<file path="src/rtl/exec_pkg.sv">
// exec_pkg: shared constants and types for the exec_ctrl slice.
//   DATA_W / ADDR_W : default datapath and register-address widths
//   op_t            : opcode encodings (0x0..0xA legal, 0xB..0xF illegal)
//   state_t         : controller FSM encodings
//   instr_t         : instruction word layout {op, rd, ra, rb, spare}
//   IMM_*           : imm6 position, which overlaps rb and spare
package exec_pkg;

  localparam int unsigned DATA_W  = 16;
  localparam int unsigned ADDR_W  = 3;
  localparam int unsigned INSTR_W = 16;
  localparam int unsigned OP_W    = 4;
  localparam int unsigned IMM_W   = 6;
  localparam int unsigned IMM_MSB = 5;
  localparam int unsigned IMM_LSB = 0;

  typedef enum logic [OP_W-1:0] {
    OP_NOP = 4'h0,
    OP_ADD = 4'h1,
    OP_SUB = 4'h2,
    OP_AND = 4'h3,
    OP_OR  = 4'h4,
    OP_XOR = 4'h5,
    OP_NOT = 4'h6,
    OP_SHL = 4'h7,
    OP_SHR = 4'h8,
    OP_MOV = 4'h9,
    OP_LDI = 4'hA
  } op_t;

  typedef enum logic [1:0] {
    ST_IDLE = 2'd0,
    ST_READ = 2'd1,
    ST_EXEC = 2'd2,
    ST_WB   = 2'd3
  } state_t;

  // Instruction word; bit 15 is the MSB of op.
  typedef struct packed {
    logic [OP_W-1:0] op;
    logic [2:0]      rd;
    logic [2:0]      ra;
    logic [2:0]      rb;
    logic [2:0]      spare;
  } instr_t;

  // Opcodes above LDI have no defined behaviour.
  function automatic logic op_is_illegal(input logic [OP_W-1:0] op);
    return (op > OP_LDI);
  endfunction

  // Every legal opcode except NOP produces a register write.
  function automatic logic op_writes(input logic [OP_W-1:0] op);
    return (op != OP_NOP) && !op_is_illegal(op);
  endfunction

endpackage

</file>
<file path="src/rtl/alu16.sv">
// alu16: combinational ALU for exec_ctrl.
//   op     : opcode (exec_pkg::op_t encoding)
//   a, b   : operands captured from the register file
//   imm    : imm6 field, sign-extended for LDI
//   result : operation result (0 for NOP / illegal)
//   zero   : result == 0
//   carry  : carry-out / borrow / shifted-out bit, 0 for other ops
module alu16 #(
  parameter int unsigned DATA_W = exec_pkg::DATA_W
) (
  input  logic [exec_pkg::OP_W-1:0]  op,
  input  logic [DATA_W-1:0]          a,
  input  logic [DATA_W-1:0]          b,
  input  logic [exec_pkg::IMM_W-1:0] imm,
  output logic [DATA_W-1:0]          result,
  output logic                       zero,
  output logic                       carry
);

  import exec_pkg::*;

  logic [DATA_W:0] sum;

  // Operation select; the extra sum bit carries ADD's carry-out.
  always_comb begin
    result = '0;
    carry  = 1'b0;
    sum    = '0;
    case (op)
      OP_ADD: begin
        sum    = {1'b0, a} + {1'b0, b};
        result = sum[DATA_W-1:0];
        carry  = sum[DATA_W];
      end
      OP_SUB: begin
        result = a - b;
        carry  = (a < b);
      end
      OP_AND: result = a & b;
      OP_OR:  result = a | b;
      OP_XOR: result = a ^ b;
      OP_NOT: result = ~a;
      OP_SHL: begin
        result = {a[DATA_W-2:0], 1'b0};
        carry  = a[DATA_W-1];
      end
      OP_SHR: begin
        result = {1'b0, a[DATA_W-1:1]};
        carry  = a[0];
      end
      OP_MOV: result = a;
      OP_LDI: result = {{(DATA_W-IMM_W){imm[IMM_W-1]}}, imm};
      default: result = '0;
    endcase
  end

  assign zero = (result == '0);

endmodule

</file>
<file path="src/rtl/exec_ctrl.sv">
// exec_ctrl: non-pipelined single-instruction executor, IDLE->READ->EXEC->WB.
//   clk, reset           : clock, synchronous active-low reset
//   instr_valid, instr   : instruction offer; accepted when instr_ready
//   instr_ready          : high in IDLE while reset is released
//   rd_addr_a, rd_addr_b : register-file read addresses (ra, rb)
//   d_out_a, d_out_b     : register-file read data
//   wr, wr_addr, d_in    : register-file write port, one-cycle pulse in WB
//   zero, carry          : flags of the last writing ALU op
//   busy, done, err      : not-IDLE, WB pulse, WB pulse for illegal opcode
module exec_ctrl #(
  parameter int unsigned DATA_W = exec_pkg::DATA_W,
  parameter int unsigned ADDR_W = exec_pkg::ADDR_W
) (
  input  logic                          clk,
  input  logic                          reset,
  input  logic                          instr_valid,
  input  logic [exec_pkg::INSTR_W-1:0]  instr,
  output logic                          instr_ready,
  output logic [ADDR_W-1:0]             rd_addr_a,
  output logic [ADDR_W-1:0]             rd_addr_b,
  input  logic [DATA_W-1:0]             d_out_a,
  input  logic [DATA_W-1:0]             d_out_b,
  output logic                          wr,
  output logic [ADDR_W-1:0]             wr_addr,
  output logic [DATA_W-1:0]             d_in,
  output logic                          zero,
  output logic                          carry,
  output logic                          busy,
  output logic                          done,
  output logic                          err
);

  import exec_pkg::*;

  state_t            state;
  instr_t            f;
  logic [OP_W-1:0]   ir_op;
  logic [2:0]        ir_rd;
  logic [IMM_W-1:0]  ir_imm;
  logic [DATA_W-1:0] opa;
  logic [DATA_W-1:0] opb;
  logic [DATA_W-1:0] alu_result;
  logic              alu_zero;
  logic              alu_carry;

  assign f = instr_t'(instr);

  // Ready is gated by reset directly so it is low throughout reset.
  assign instr_ready = (state == ST_IDLE) && reset;
  assign busy        = (state != ST_IDLE);

  alu16 #(.DATA_W(DATA_W)) u_alu (
    .op     (ir_op),
    .a      (opa),
    .b      (opb),
    .imm    (ir_imm),
    .result (alu_result),
    .zero   (alu_zero),
    .carry  (alu_carry)
  );

  // Controller FSM and all registered outputs.
  always_ff @(posedge clk) begin
    if (!reset) begin
      state     <= ST_IDLE;
      ir_op     <= '0;
      ir_rd     <= '0;
      ir_imm    <= '0;
      opa       <= '0;
      opb       <= '0;
      rd_addr_a <= '0;
      rd_addr_b <= '0;
      wr        <= 1'b0;
      wr_addr   <= '0;
      d_in      <= '0;
      zero      <= 1'b0;
      carry     <= 1'b0;
      done      <= 1'b0;
      err       <= 1'b0;
    end else begin
      wr   <= 1'b0;
      done <= 1'b0;
      err  <= 1'b0;
      case (state)
        ST_IDLE: begin
          if (instr_valid) begin
            ir_op     <= f.op;
            ir_rd     <= f.rd;
            ir_imm    <= f[IMM_MSB:IMM_LSB];
            rd_addr_a <= ADDR_W'(f.ra);
            rd_addr_b <= ADDR_W'(f.rb);
            state     <= ST_READ;
          end
        end
        ST_READ: begin
          // Operands are captured here, so rd may alias ra/rb safely.
          opa   <= d_out_a;
          opb   <= d_out_b;
          state <= ST_EXEC;
        end
        ST_EXEC: begin
          done  <= 1'b1;
          err   <= op_is_illegal(ir_op);
          state <= ST_WB;
          if (op_writes(ir_op)) begin
            wr      <= 1'b1;
            wr_addr <= ADDR_W'(ir_rd);
            d_in    <= alu_result;
            zero    <= alu_zero;
            carry   <= alu_carry;
          end
        end
        ST_WB: begin
          state <= ST_IDLE;
        end
        default: begin
          state <= ST_IDLE;
        end
      endcase
    end
  end

endmodule

</file>
<file path="config.mk">
export PLATFORM = sky130hd
export DESIGN_NAME = exec_ctrl
export DESIGN_NICKNAME = d
export VERILOG_FILES = /design/src/rtl/exec_pkg.sv /design/src/rtl/alu16.sv /design/src/rtl/exec_ctrl.sv
export SDC_FILE = /design/constraint.sdc
export NUM_CORES = 1
export LEC_CHECK = 0
export ABC_AREA = 0
export CELL_PAD_IN_SITES_DETAIL_PLACEMENT = 0
export CELL_PAD_IN_SITES_GLOBAL_PLACEMENT = 1
export CORE_UTILIZATION = 40
export CTS_CLUSTER_SIZE = 10
export DETAILED_ROUTE_END_ITERATION = 7
export HOLD_SLACK_MARGIN = 0.12
export MAX_ROUTING_LAYER = met4
export PLACE_DENSITY = 0.87
export SYNTH_ARGS = -nofsm -noshare
export SYNTH_HDL_FRONTEND = slang
export SYNTH_SLANG_ARGS = --single-unit
</file>
<file path="constraint.sdc">
create_clock -name clk -period 6.7 [get_ports clk]
set_input_delay 1.675 -clock clk [delete_from_list [all_inputs] [get_ports clk]]
set_output_delay 1.675 -clock clk [all_outputs]
set_load 0.02 [all_outputs]
</file>
==> results.sh <==
export IMPL_status="finished clean"
export IMPL_root_buffer="clkbuf_16"
export IMPL_drt_pass1_iter_count=7
export IMPL_fp_coreArea_mm2=0.0153
export IMPL_postSynthAreaPerCell_um2=7.81
export IMPL_critPathMaxStageDelay_ns=0.68
export IMPL_seq_power_share=0.237
export IMPL_skew_ns=0.00833
export IMPL_post_route_min_period_ns=4.79
export IMPL_post_cts_resized=0
export IMPL_area_growth_pct=18.9
export IMPL_required_ns=5.03
export IMPL_antenna_left=0
export IMPL_finalSetupViolCount=0
export IMPL_clkLatencyLatePin_ns=0.36
export IMPL_dp_hpwl_um=13800
export IMPL_die_h_um=127
export IMPL_finalCritPeriodShare=0.715
export IMPL_wire_per_inst_um=17.8
export IMPL_vias=6072
export IMPL_p_comb_frac=0.550
export IMPL_utilization=0.490
export IMPL_async_flop_share=0
export IMPL_fmax_mhz=209
export IMPL_slew_violations=0
export IMPL_drt_wl_total_um=18900
export IMPL_tightest_slew_ns=1.16
export IMPL_static_leakage_power_nw=2.81
export IMPL_yosysTopAreaCellShare=0.236
export IMPL_seq_area_frac_synth=0.236
export IMPL_drt_iter0_drc=644
export IMPL_portBuffers=82
export IMPL_cp_common_cell="clkdlybuf4s50_1"
export IMPL_timing_max_cap_violations=0
export IMPL_cp_start_kind="input port"
export IMPL_cp_max_fo=9
export IMPL_die_x_um=127
export IMPL_antennaDiodeCount=0
export IMPL_ys_seq_elements=74
export IMPL_yosys_area_top_type="dfxtp_1"
export IMPL_powerDensity_mw_per_mm2=353
export IMPL_cp_end_kind="primary output"
export IMPL_switching_share=0.447
export IMPL_std_cell_rows=45
export IMPL_rsz0062_at_grt="false"
export IMPL_hp_class="reg2reg"
export IMPL_viasPerCell=5.72
export IMPL_numCtsBuffers=9
export IMPL_ys_types=82
export IMPL_holdBufCountCts=0
export IMPL_drive_above_1_share=0.0635
export IMPL_ir_worst_vdd_mv=0.140
export IMPL_grt_pass1_wl_um=30100
export IMPL_power_switching_w=0.00118
export IMPL_grt_pass1_vias=5397
export IMPL_start_util=0.412
export IMPL_synth_nets=912
export IMPL_hold_viol_final=0
export IMPL_antenna_found_initial=0
export IMPL_p_clk_frac=0.213
export IMPL_syn_inst=804
export IMPL_cts_buffer_depth=2
export IMPL_worstSetupPathType="in2out"
export IMPL_ios=83
export IMPL_clk_pin_slew_ns=0.05
export IMPL_syn_cell_area_mm2=0.00628
export IMPL_layout_nets=954
export IMPL_critPathSlowestCell="clkdlybuf4s50_1"
export IMPL_grt_max_degree=67
export IMPL_synthTopCellsByArea="dfxtp_1 24%, ha_1 11%, mux2i_1 7.0%"
export IMPL_cts_tree="yes"
export IMPL_worstPathArrival_ns=3.11
export IMPL_p_int_w=0.00146
export IMPL_cts_htree_levels=3
export IMPL_ys_flop_type="dfxtp_1"
export IMPL_gp_congestion=0.939
export IMPL_drc=0
export IMPL_yosys_warnings=0
export IMPL_synth_edff_count=0
export IMPL_cts_sinks=74
export IMPL_dieArea_mm2=0.0162
export IMPL_slew_headroom=0.217
export IMPL_post_cts_buffers=0
export IMPL_crit_path_cell_trace="clkdlybuf4s50_1 -> inv_2 -> nor2_1 -> clkdlybuf4s50_1"
export IMPL_grt_use_total=0.246
export IMPL_grt_overflow_total=0
export IMPL_fin_setup_tns_ns=0
==> through the flow <==
step	instances	total power, W	worst slack [ns]	cell area [um2]	hold slack (ns)
after floorplan	804	0.00166	2.33	6280	0.436
after global placement	1046	0.00204	1.91	7130	0.446
after detailed placement	1046	0.00206	1.88	7130	0.446
after CTS	1061	0.00263	1.88	7470	0.454
after global routing	1061	0.00281	1.83	7470	0.482
final	1061	0.00264	1.91	7470	0.452
==> synthesized netlist by cell type, drive strengths merged (13+ instances only) <==
library cell	instances
a21oi	66
inv	50
ha	55
mux2i	44
a211oi	15
dfxtp	74
nand2	79
nor2	94
nor2b	13
nand2b	18
clkbuf	29
buf	31
o21ai	26
nor3	14
==> cell type report <==
class	count	area, um2
sequential	74	1480
clock buffer	9	225
timing repair buffer	91	888
multi-input combinational	620	4310
fill	1509	7790
tap	211	264
clock inverter	6	115
inverter	50	188
==> sequential cells by signal, summed over array words and instances, names as in the netlist <==
| name | cells |
|---|---|
| wr_addr | 3 |
| ir_imm | 3 |
| state | 2 |
| carry | 1 |
| ir_op | 4 |
| wr | 1 |
| opb | 16 |
| err | 1 |
| rd_addr_a | 3 |
| rd_addr_b | 3 |
| done | 1 |
| zero | 1 |
| opa | 16 |
| d_in | 16 |
| ir_rd | 3 |
==> power groups by stage <==
stage	Clock, W	Sequential (W)	Combinational (W)
after floorplan	0	0.000619	0.00104
after global placement	0	0.000629	0.00141
after detailed placement	0	0.000633	0.00142
after CTS	0.000574	0.000623	0.00143
after global routing	0.000592	0.000637	0.00158
final	0.000561	0.000624	0.00145
==> path summary, 6_finish.rpt <==
check / startpoint / to / slack, ns / cells after the start
max: reset / instr_ready / 1.91 / 4
min: d_in[8] / d_in[8] / 0.45 / 2
max reg2reg: ir_op[2] / zero / 3.03 / 11
min reg2reg: d_in[8] / d_in[8] / 0.45 / 2
==> per-layer routing <==
metal	GRT usage	part of all wire
met3	0.0385	0.071
met2	0.355	0.43
met5	-	0
met1	0.352	0.48
met4	0.0721	0.018
==> kinds of logic after synthesis <==
| logic type | share of synthesized area |
|---|---|
| and+or+nand+nor | 0.211 |
| AOI/OAI and AO/OA | 0.261 |
| buffers and inverters | 0.0809 |
| DFF | 0.236 |
| adders and majority gates | 0.116 |
| muxes | 0.0869 |
| xor gates and xnor gates | 0.00837 |
==> placed cells by master (no fill, tap or decap), drive strengths merged, types with 5 or more instances in the layout <==
| master | Yosys | layout |
|---|---|---|
| nor4 | 9 | 9 |
| o221ai | 8 | 8 |
| a31oi | 9 | 9 |
| nor3 | 14 | 14 |
| a21oi | 66 | 66 |
| nor2b | 13 | 13 |
| buf | 31 | 9 |
| nand3 | 7 | 7 |
| nand2 | 79 | 79 |
| o21ai | 26 | 26 |
| clkdlybuf4s50 | 0 | 82 |
| a211oi | 15 | 15 |
| o31ai | 5 | 5 |
| a221oi | 6 | 6 |
| a22oi | 8 | 8 |
| clkbuf | 29 | 9 |
| nand2b | 18 | 18 |
| or3 | 6 | 6 |
| nor2 | 94 | 94 |
| nand3b | 5 | 5 |
| mux2 | 9 | 9 |
| o211ai | 11 | 11 |
| inv | 50 | 51 |
| and2 | 6 | 6 |
| o22ai | 11 | 11 |
| mux2i | 44 | 44 |
| dfxtp | 74 | 74 |
| a211o | 5 | 5 |
| ha | 55 | 55 |
| o21bai | 5 | 5 |
| a21o | 10 | 10 |
==> critical path: cells and delay by family <==
| family | cells | cell delay, ns |
|---|---|---|
| buf+inv | 3 | 1.34 |
| simple gates | 1 | 0.09 |
Note: power is estimated with default switching activity, not from simulation.
